[config.mk]
export PLATFORM = sky130hd
export DESIGN_NAME = alu_arbiter
export DESIGN_NICKNAME = d
export VERILOG_FILES = /design/src/rtl/alu_arbiter.sv
export SDC_FILE = /design/constraint.sdc
export NUM_CORES = 1
export LEC_CHECK = 0
export BUFFER_PORTS_ARGS = -buffer_cell sky130_fd_sc_hd__buf_2
export CAP_MARGIN = 5
export CORE_AREA = 2 2 125 127
export CTS_BUF_LIST = sky130_fd_sc_hd__clkbuf_4 sky130_fd_sc_hd__clkbuf_8
export DETAILED_ROUTE_END_ITERATION = 6
export DIE_AREA = 0 0 127 129
export GPL_TIMING_DRIVEN = 0
export PLACE_DENSITY = 0.65
export SYNTH_ARGS = -nofsm -noshare
export SYNTH_HDL_FRONTEND = slang
export SYNTH_SLANG_ARGS = --single-unit
[constraint.sdc]
create_clock -name clk -period 3.6 [get_ports clk]
set_input_delay 0.54 -clock clk [delete_from_list [all_inputs] [get_ports clk]]
set_output_delay 0.54 -clock clk [all_outputs]
set_load 0.01 [all_outputs]
[src/rtl/alu_arbiter.sv]
// alu_arbiter: round-robin arbiter sharing one combinational ALU between two requesters.
// Define ALU_ARB_FLAGS_EN to latch and return the ALU compare flags.
module alu_arbiter #(
    parameter int RESET_PRIO = 0
) (
    input  logic        clk,
    input  logic        rst,
    input  logic        req0_valid,
    output logic        req0_ready,
    input  logic [3:0]  req0_func,
    input  logic [31:0] req0_a,
    input  logic [31:0] req0_b,
    input  logic        req1_valid,
    output logic        req1_ready,
    input  logic [3:0]  req1_func,
    input  logic [31:0] req1_a,
    input  logic [31:0] req1_b,
    output logic        rsp0_valid,
    input  logic        rsp0_ready,
    output logic [31:0] rsp0_data,
    output logic [2:0]  rsp0_flags,
    output logic        rsp1_valid,
    input  logic        rsp1_ready,
    output logic [31:0] rsp1_data,
    output logic [2:0]  rsp1_flags,
    output logic [3:0]  alu_func,
    output logic [31:0] alu_a,
    output logic [31:0] alu_b,
    input  logic [31:0] alu_out,
    input  logic        alu_eq,
    input  logic        alu_lt,
    input  logic        alu_ltu
);
    localparam logic [1:0] IDLE = 2'd0;
    localparam logic [1:0] EXEC = 2'd1;
    localparam logic [1:0] RESP = 2'd2;

    logic [1:0]  state_q, state_d;
    logic        ptr_q, ptr_d;
    logic        owner_q, owner_d;
    logic [3:0]  func_q, func_d;
    logic [31:0] a_q, a_d, b_q, b_d;
    logic [31:0] res_q, res_d;
    logic        gnt0, gnt1, idle, accept, owner_rdy;

    always_comb begin
        gnt0      = req0_valid & (~req1_valid | ~ptr_q);
        gnt1      = req1_valid & (~req0_valid | ptr_q);
        idle      = (state_q == IDLE) & ~rst;
        accept    = idle & (gnt0 | gnt1);
        owner_rdy = owner_q ? rsp1_ready : rsp0_ready;
        state_d   = (state_q == IDLE) ? (accept ? EXEC : IDLE) :
                    (state_q == EXEC) ? RESP :
                    (state_q == RESP) ? (owner_rdy ? IDLE : RESP) : IDLE;
        // Winner 0 hands priority to 1 and vice versa, so ptr_d equals gnt0.
        ptr_d     = accept ? gnt0 : ptr_q;
        owner_d   = accept ? gnt1 : owner_q;
        func_d    = accept ? (gnt1 ? req1_func : req0_func) : func_q;
        a_d       = accept ? (gnt1 ? req1_a : req0_a) : a_q;
        b_d       = accept ? (gnt1 ? req1_b : req0_b) : b_q;
        res_d     = (state_q == EXEC) ? alu_out : res_q;
    end

    always_ff @(posedge clk or posedge rst) begin
        if (rst) begin
            state_q <= IDLE;
            ptr_q   <= RESET_PRIO[0];
            owner_q <= 1'b0;
            func_q  <= 4'd0;
            a_q     <= 32'd0;
            b_q     <= 32'd0;
            res_q   <= 32'd0;
        end else begin
            state_q <= state_d;
            ptr_q   <= ptr_d;
            owner_q <= owner_d;
            func_q  <= func_d;
            a_q     <= a_d;
            b_q     <= b_d;
            res_q   <= res_d;
        end
    end

`ifdef ALU_ARB_FLAGS_EN
    logic [2:0] flags_q, flags_d;

    always_comb flags_d = (state_q == EXEC) ? {alu_eq, alu_lt, alu_ltu} : flags_q;

    always_ff @(posedge clk or posedge rst) begin
        if (rst) flags_q <= 3'd0;
        else     flags_q <= flags_d;
    end

    assign rsp0_flags = flags_q;
    assign rsp1_flags = flags_q;
`else
    logic unused_flags;
    assign unused_flags = ^{alu_eq, alu_lt, alu_ltu};
    assign rsp0_flags   = 3'd0;
    assign rsp1_flags   = 3'd0;
`endif

    assign req0_ready = idle & gnt0;
    assign req1_ready = idle & gnt1;
    assign rsp0_valid = (state_q == RESP) & ~owner_q;
    assign rsp1_valid = (state_q == RESP) & owner_q;
    assign rsp0_data  = res_q;
    assign rsp1_data  = res_q;
    assign alu_func   = func_q;
    assign alu_a      = a_q;
    assign alu_b      = b_q;
endmodule

Word level (Yosys, flattened, before mapping)
Index checks and enable logic that the tools add are counted.
Word-level totals
  register bits: 104
  input bits: 177
  word-level logic and storage cells: 35
Cells by class
  eq/ne operators: 2
  mux-type cells: 9
  bitwise logic cells: 16
  reduce and logical (&&, ||, !) cells: 1
Operators with widths (count)
  2-to-1 mux 32 bit: 2
  AND 1 bit: 8
  2-to-1 mux 2 bit: 4
  NOT 1 bit: 5
  2-to-1 mux 4 bit: 1
  OR 1 bit: 3
  equality test 2 x 1 -> 1 bit, second input constant: 1
  equality test 2 bit, second input constant: 1
  zero test 2 bit: 1
  2-to-1 mux 1 bit: 2

Longest topological paths before layout
Gate-level depths: netlist (run 1).
  depth in word-level cells: 7
  mapped depth: 6
  depth with buffers taken out: 3

Least setup slack after synthesis (run 1)
No wires, ideal clock.
  kind: input to output
  start point: input rst
  end point: output req1_ready
  arrival: 1.271 ns
  path slack: 1.789 ns
  cell stages on the path: 2
  buffers on the path: 0
  cell sequence: or3_4 > nor3_1
On the way
  longest elaborated chain between the ends: 3
Ends and longest elaborated chain
  start: declaration: RTL line 7  | input logic rst,
  NOT 1 bit: RTL line 49  | idle = (state_q == IDLE) & ~rst;
  AND 1 bit: RTL line 49
  AND 1 bit: RTL line 104  | assign req1_ready = idle & gnt1;
  end: declaration: RTL line 14  | output logic req1_ready,
Every way passes these cells.

Worst setup path in the final report (run 1)
  start point: register state_q[1]
  end point: output req1_ready
On the way
  longest elaborated chain between the ends: 3
Ends and longest elaborated chain
  start: declaration: RTL line 38  | logic [1:0] state_q, state_d;
  start signal: assignment: RTL line 74  | state_q <= state_d;
  zero test 2 bit: RTL line 49
  AND 1 bit: RTL line 49
  AND 1 bit: RTL line 104
Every way passes these cells.

==> run metrics, run 1 <==
Ports=319; crit path buf inv count=1; synth unique cells=26; Routed Wire Length=16.7 mm; DRC=0; Initial Util=32.4%; Core Area=15000 um^2; Top FF cell, synth=dfrtp_1; H-tree Lvls=3; Clock transition at path regs=0.10 ns; LEAKAGE=3.28 nW; initial antenna violation count=1; yosys warns=0; GRT Overall Usage=19.8%; Chip Width=127 um; Top Family by Delay on Critical Path=simple AND/OR/NAND/NOR gates; initial DRC count=127; Yosys reg bits=104; first-pass GRT wire length=25.2 mm; PostCTS Resize Cnt=0; critical path, cell by cell=or3_4 -> nor3_1 -> buf_2; largest net degree at the start of global routing=68; CTS tree=yes; cell count after synthesis=373; Via-to-Cell Ratio=5.11; placed insts=876; max_cap viols=0; area grow syn2layout=42.1%; Placed Area=6690 um^2; Hold Vio Cnt, Final=0; routability cong.=0.823; FF-to-FF End=alu_a[21]; Layout Nets=876; routed vias=4559; grt ovf=0; Mean Syn Cell Area=13.0 um^2; async set or reset register ratio after synthesis=100%; pwr dens=826 nW/um^2; max frequency=435 MHz; Max IR drop VDD=0.423 mV; Post-DRT Antenna Nets=0; status=complete, no violations; RSZ-0062 raised after global routing=no; CP required=3.06 ns; non-filler cells in the finished layout=892; Routed WL per cell=18.7 um; FF-to-FF path depth=3; setup violators final=0; DIE AREA=16400 um^2; area of the mapped netlist=4860 um^2; Fin Hold WS=0.226 ns; root buf cell=clkbuf_8; post-layout min period=2.30 ns; CP Max Fanout=4; clk_skew=0.0116 ns; detailed placement HPWL=13.0 mm; Detailed Routing Iterations Pass 1=4; crit end category=output pin; Hold WC Path Type=input port to asynchronous set/reset pin; crit share post-route=63.9%; post-synthesis sequential area ratio=53.6%; transition time at the pin with the least slew margin=0.772 ns; antenna cells=0; Worst R2R Start=state_q[1]; post-route cell area=6910 um^2; setup TNS=0 ns; startpoint types=flop; Max-slew headroom=48.2%; Slew Limit Fails=0; Slowest-stage cell, CP=or3_4; clk sinks=104; maximum buffer depth of the clock tree=2; clk_lat worst skew=0.37 ns; Arrival @ worst endpoint=1.76 ns; Worst Setup Path Type=flop to output pin; total CTS buffers=9; Rows=45; Post-CTS Setup Inserts=0; Post-synth EDFFs=0; CP peak stage delay=0.44 ns; vias in the first global route=4779; total power=5.71 mW; Port Buffers=309; Die Span Y=129 um; R2R setup slack=1.78 ns; hold buffers post-CTS=0; share of layout cells above drive strength 1=61.2%
==> cell type report <==
| type | instances | area (um^2) |
|---|---|---|
| Fill cell | 1421 | 8070 |
| Sequential cell | 104 | 2600 |
| Multi-Input combinational cell | 192 | 1770 |
| Timing Repair Buffer | 310 | 1570 |
| Buffer | 79 | 499 |
| Tap cell | 188 | 235 |
| Clock buffer | 9 | 124 |
| Clock inverter | 7 | 93.8 |
| Inverter | 3 | 13.8 |
==> kinds of logic after synthesis <==
family          after synthesis  synth area share [%]
compound gates              141                  26.5
buf+inv                      82                  10.5
flops                       104                  53.6
mux                          33                  7.65
other cells                   1                0.0772
simple gates                 12                  1.72
==> synthesized netlist by cell type, drive strengths merged, types with 2 or more instances <==
cell	n	share of area (%)
inv	3	0.23
a2bb2oi	68	14
clkbuf	22	1.7
nor3	2	0.31
buf	57	8.6
mux2	33	7.6
nor2	5	0.72
nand2b	2	0.26
o32ai	68	12
dfrtp	104	54
==> per-layer routing <==
layer  GRT usage [%]  part of all wire [%]  vias to the layer above  wire (um)
met5               0                     0                        -          0
met4            5.69                   1.1                        0        187
met3            5.32                   8.3                       16       1390
met2            36.1                    51                      243       8590
met1            23.0                    39                     2222       6530
li1                -                     -                     2078          -
==> worst max-delay path by stage <==
stage,to,slack (ns),cells past startpoint,startpoint
2_1_floorplan,alu_a[0],0.33,1,rst
3_3_place_gp,alu_b[10],-0.96,2,rst
3_5_place_dp,req0_ready,1.34,6,req0_valid
4_1_cts,req0_ready,1.24,5,ptr_q
5_1_grt,req0_ready,1.17,5,ptr_q
6_report,req1_ready,1.30,3,state_q[1]
==> flip-flops by register name, indices dropped and copies added (netlist names) <==
register	cells
owner_q	1
state_q	2
alu_func	4
rsp0_data	32
alu_a	32
alu_b	32
ptr_q	1
==> cells in the final DEF (no fill, tap or decap), types with 4 or more instances in the layout <==
cell,instances
a2bb2oi_2,10
buf_4,44
buf_2,320
conb_1,6
clkbuf_1,22
a2bb2oi_1,58
mux2_2,33
o32ai_1,68
nor2_1,4
clkbuf_8,9
dfrtp_1,104
==> where the power goes <==
group	leakage, nW	switching [mW]	total (mW)	internal (mW)
Clock	0.106	0.420	0.812	0.392
Sequential	1.15	0.381	2.10	1.72
Combinational	2.02	1.33	2.79	1.46
Total	3.28	2.13	5.71	3.57
==> per-stage QoR <==
stage	utilization, %	setup WS [ns]
floorplan	-	0.328
global placement	44.5	-0.962
global route	46.1	1.17
detailed placement	44.7	1.34
CTS	46.1	1.24
finish	46.1	1.30
==> worst reg2reg max path, cell delays in order (launching register included) <==
cell       delay (ns)
dfrtp_1          0.42
nor3_2           0.66
clkbuf_1         0.46
a2bb2oi_1        0.14
Power figures use the tool's default switching activity.
==> inputs of run 2 (changes only) <==
--- a/config.mk
+++ b/config.mk
@@ -12,7 +12,7 @@
 export DETAILED_ROUTE_END_ITERATION = 6
 export DIE_AREA = 0 0 127 129
 export GPL_TIMING_DRIVEN = 0
-export PLACE_DENSITY = 0.65
+export PLACE_DENSITY = 0.68
 export SYNTH_ARGS = -nofsm -noshare
 export SYNTH_HDL_FRONTEND = slang
 export SYNTH_SLANG_ARGS = --single-unit
==> constraint.sdc (replaced) <==
create_clock -name clk -period 1.9 [get_ports clk]
set_input_delay 0.285 -clock clk [delete_from_list [all_inputs] [get_ports clk]]
set_output_delay 0.285 -clock clk [all_outputs]
set_load 0.01 [all_outputs]
==> run 2 against run 1 <==
The run now ends with negative setup slack left. Largest cell class unchanged. Sequential cell count stayed put. Hold slack worse by 0.16 ns. Die area stayed put. Clock power is 61% higher. Power is 84% higher. Highest routed layer unchanged. Non-clock buffer count stayed put. Count of clock-buffer cells in the layout is 3 higher. Final cell count is 0.22% higher. Sequential power is 88% higher. Critical path depth stayed put. Worst setup slack worse by 1.4 ns.
==> run metrics, run 2 (synthesized netlist as in run 1, its figures left out) <==
status=complete, but fails checks; failing checks=negative setup slack; R2R setup slack=0.18 ns; CTS tree=yes; area of the multi-input gates=1780 um^2; CP Max Fanout=4; Fin Hold WS=0.0694 ns; Rows=45; Chip Width=127 um; Slowest-stage cell, CP=dfrtp_2; routability cong.=0.773; commonest non-fill, non-tap cell in the layout=buf_2; Slew Limit Fails=0; post-route cell area=6930 um^2; Hold Vio Cnt, Final=0; Post-DRT Antenna Nets=0; transition time at the pin with the least slew margin=0.743 ns; clk sinks=104; Max-slew headroom=50.4%; total CTS buffers=9; DIE AREA=16400 um^2; max frequency=513 MHz; detailed placement HPWL=12.0 mm; Arrival @ worst endpoint=1.67 ns; share of layout cells above drive strength 1=61.8%; largest net degree at the start of global routing=41; CP required=1.62 ns; Max IR drop VDD=0.850 mV; Via-to-Cell Ratio=4.87; crit share post-route=103%; maximum buffer depth of the clock tree=2; FILL cells=1417; Routed Wire Length=15.7 mm; Comb pwr share=50.0%; Worst Setup Path Type=flop to output pin; first-pass GRT wire length=23.4 mm; H-tree Lvls=3; Initial Util=32.4%; Clock transition at path regs=0.10 ns; initial antenna violation count=2; Clk pwr share=12.5%; Die Span Y=129 um; CP peak stage delay=0.45 ns; Reg power frac=37.5%; max_cap viols=0; switching fraction of total power=37.3%; Power Internal=6.59 mW; DRC=0; GRT Overall Usage=18.6%; Detailed Routing Iterations Pass 1=4; post-layout min period=1.95 ns; LEAKAGE=3.27 nW; clk_lat worst skew=0.38 ns; Ports=319; vias in the first global route=4303; setup violators final=1; crit end category=output pin; Hold WC Path Type=input port to asynchronous set/reset pin; Net Sw Power=3.92 mW; Port Buffers=309; post-route setup slack=-0.0512 ns; Post-CTS Setup Inserts=0; hold buffers post-CTS=0; grt ovf=0; Layout Nets=876; clk_skew=0.0119 ns; initial DRC count=152; routed vias=4354; root buf cell=clkbuf_8; register area=2600 um^2; pwr dens=1520 nW/um^2; Core Area=15000 um^2; Placed Area=6700 um^2; startpoint types=flop; critical path, cell by cell=or3_4 -> nor3_4 -> buf_6; Top Family by Delay on Critical Path=simple AND/OR/NAND/NOR gates; leading cell types in the layout, fill and taps excluded=buf_2, dfrtp_1, o32ai_1, a2bb2oi_1, buf_4; RSZ-0062 raised after global routing=yes; Routed WL per cell=17.5 um; crit path buf inv count=1; area grow syn2layout=42.5%
==> run 2: final timing paths <==
| path | cells past startpoint | from | to |
|---|---|---|---|
| worst max-delay path | 3 | state_q[0] | req1_ready |
| worst min-delay path | 2 | rst | alu_a[31] |
| min in group clk | 2 | alu_out[21] | rsp0_data[21] |
| worst min register to register | 1 | ptr_q | ptr_q |
| max in group asynchronous | 4 | rst | alu_b[16] |
| worst max register to register | 6 | ptr_q | alu_b[15] |
==> run 2: power groups by stage <==
stage	clock network [mW]	registers [mW]	logic [mW]
floorplan	0	4.40	2.70
finish	1.31	3.94	5.26
global route	1.48	4.09	5.68
detailed placement	0	3.96	5.31
CTS	1.39	3.94	5.32
global placement	0	3.93	5.25
==> run 2: what timing repair did <==
item                       in CTS  in global routing
pin swaps                       2                  0
setup endpoints to repair       2                 70
gates resized for setup         3                  8
==> run 2: through the flow <==
step	cells	setup TNS (ns)	utilization [%]	power, mW	setup slack (ns)
after floorplan	378	0	-	7.10	0.369
after global placement	875	-45.67	44.5	9.19	-0.445
after detailed placement	877	-0.435	44.8	9.27	-0.0585
after CTS	892	-0.0932	46.1	10.7	-0.0932
after global routing	893	-0.108	46.2	11.3	-0.108
final	894	-0.0512	46.2	10.5	-0.0512
==> run 2: final cells by class <==
type                    count  area share [%]
flip-flops and latches    104            37.6
clock inverters             4           0.434
well taps                 188            3.40
multi-input cells         192            25.7
plain buffers              78            7.34
clock buffers              12            2.20
repair buffers            311            23.0
diodes                      2          0.0723
inverters                   3           0.217
==> run 2: per-layer routing <==
layer,routed length [um],GRT usage [%]
met5,0,0
met4,257,6.92
met3,1270,4.37
met2,7720,32.2
met1,6440,22.7
==> inputs of run 3 (changes only) <==
--- a/config.mk
+++ b/config.mk
@@ -8,11 +8,12 @@
 export BUFFER_PORTS_ARGS = -buffer_cell sky130_fd_sc_hd__buf_2
 export CAP_MARGIN = 5
 export CORE_AREA = 2 2 125 127
-export CTS_BUF_LIST = sky130_fd_sc_hd__clkbuf_4 sky130_fd_sc_hd__clkbuf_8
+export CTS_BUF_LIST = sky130_fd_sc_hd__clkbuf_8
 export DETAILED_ROUTE_END_ITERATION = 6
 export DIE_AREA = 0 0 127 129
 export GPL_TIMING_DRIVEN = 0
 export PLACE_DENSITY = 0.68
+export RECOVER_POWER = 100
 export SYNTH_ARGS = -nofsm -noshare
 export SYNTH_HDL_FRONTEND = slang
 export SYNTH_SLANG_ARGS = --single-unit
==> run 3 against run 2 <==
Sequential cell count is the same. Via count grew 0.48%. The run still ends with negative setup slack left. Global-route usage is the same. Final cell count is the same. Clock skew is essentially flat. Hold slack lost 0.023 ns. Critical endpoint unchanged.
==> run metrics, run 3 (synthesized netlist as in run 1, its figures left out) <==
crit end category=output pin; placed insts=877; setup violators final=1; maximum buffer depth of the clock tree=2; Max IR drop VDD=0.802 mV; initial antenna violation count=2; post-layout min period=1.94 ns; FILL cells=1507; RSZ-0062 raised after global routing=yes; share of layout cells above drive strength 1=43.2%; Core Area=15000 um^2; DRC=0; hold buffers post-CTS=0; max frequency=514 MHz; Hold Vio Cnt, Final=0; register area=2600 um^2; CTS tree=yes; Routed WL per cell=17.6 um; end point of the critical path=req1_ready; post-route cell area=6730 um^2; Placed Area=6700 um^2; Detailed Routing Iterations Pass 1=4; CP Max Fanout=4; setup TNS=-0.0443 ns; FF-to-FF path depth=4; Via-to-Cell Ratio=4.89; H-tree Lvls=3; GRT Overall Usage=18.6%; commonest non-fill, non-tap cell in the layout=buf_2; clk_lat worst skew=0.38 ns; Initial Util=32.4%; LEAKAGE=2.94 nW; transition time at the pin with the least slew margin=0.839 ns; R2R setup slack=0.12 ns; routed vias=4375; FF-to-FF End=alu_b[5]; non-filler cells in the finished layout=894; Max-slew headroom=44.1%; crit share post-route=102%; Port Buffers=309; max_cap viols=0; Die Span Y=129 um; leading cell types in the layout, fill and taps excluded=buf_2, clkbuf_1, dfrtp_1, o32ai_1, a2bb2oi_1; Layout Nets=876; pwr dens=1510 nW/um^2; area of the multi-input gates=1780 um^2; startpoint types=flop; Ports=319; Post-DRT Antenna Nets=0; vias in the first global route=4303; Chip Width=127 um; status=complete, but fails checks; Hold WC Path Type=input port to asynchronous set/reset pin; Rows=45; total CTS buffers=9; clk_skew=0.0124 ns; clk sinks=104; Worst R2R Start=state_q[0]; root buf cell=clkbuf_8; first-pass GRT wire length=23.4 mm; Post-CTS Setup Inserts=0; Routed Wire Length=15.7 mm; area grow syn2layout=38.5%; largest net degree at the start of global routing=41; DIE AREA=16400 um^2; Clock transition at path regs=0.10 ns; initial DRC count=158; Crit. Startpoint=state_q[0]; Arrival @ worst endpoint=1.66 ns; CP required=1.62 ns; post-route setup slack=-0.0443 ns; detailed placement HPWL=12.0 mm; Slew Limit Fails=0; grt ovf=0; Worst Setup Path Type=flop to output pin; routability cong.=0.773; failing checks=negative setup slack
## run 3: cell types whose count changed in the layout (fill, tap and decap cells not counted)
cell / previous run / this run
buf_12: 3 / 1
clkbuf_1: 20 / 149
buf_6: 3 / 4
buf_2: 316 / 184
clkbuf_4: 5 / 9
buf_4: 43 / 36
clkbuf_2: 1 / 6
inv_1: 1 / 3
## run 3: final cells by class
type	instances	share of cell area, %
Sequential cell	104	38.7
Antenna cell	2	0.0744
Multi-Input combinational cell	192	26.5
Clock inverter	6	0.558
Inverter	3	0.223
Clock buffer	10	2.04
Timing Repair Buffer	311	21.0
Tap cell	188	3.50
Buffer	78	7.47
## run 3: worst min-delay path by stage
| stage | to | startpoint |
|---|---|---|
| after global placement | ptr_q | ptr_q |
| after global routing | alu_a[27] | rst |
| final | alu_a[31] | rst |
| after CTS | alu_a[27] | rst |
| after floorplan | ptr_q | req1_valid |
| after detailed placement | alu_a[27] | rst |
## run 3: per-layer routing
metal / vias to the layer above / share of wire (%) / wire (um) / track usage (%)
li1: 2085 / - / - / -
met1: 2070 / 41 / 6450 / 22.7
met2: 205 / 50 / 7840 / 32.2
met3: 15 / 7.6 / 1200 / 4.37
met4: 0 / 1.4 / 221 / 6.92
met5: - / 0 / 0 / 0
## run 3: repair_timing
action,in CTS,in global routing
gates resized for setup,3,8
endpoints found under the setup margin,2,70
pin swaps,2,0
## run 3: critical path: stages, from the launching register on
cell	delay [ns]
dfrtp_2	0.45
or3_4	0.43
nor3_4	0.25
buf_6	0.15
## run 3: power by group
part	internal (mW)	total [mW]	switching, mW
Combinational	2.42	4.89	2.47
Clock	0.503	1.28	0.777
Sequential	3.27	3.97	0.709
## run 3: through the flow
| step | setup slack [ns] | util, % | hold slack, ns | power [mW] |
|---|---|---|---|---|
| after floorplan | 0.369 | - | 0.382 | 7.10 |
| after global placement | -0.445 | 44.5 | 0.495 | 9.19 |
| after detailed placement | -0.0585 | 44.8 | 0.481 | 9.27 |
| after CTS | -0.0932 | 46.0 | 0.0521 | 10.6 |
| after global routing | -0.108 | 44.9 | 0.0800 | 10.9 |
| final | -0.0443 | 44.9 | 0.0465 | 10.1 |
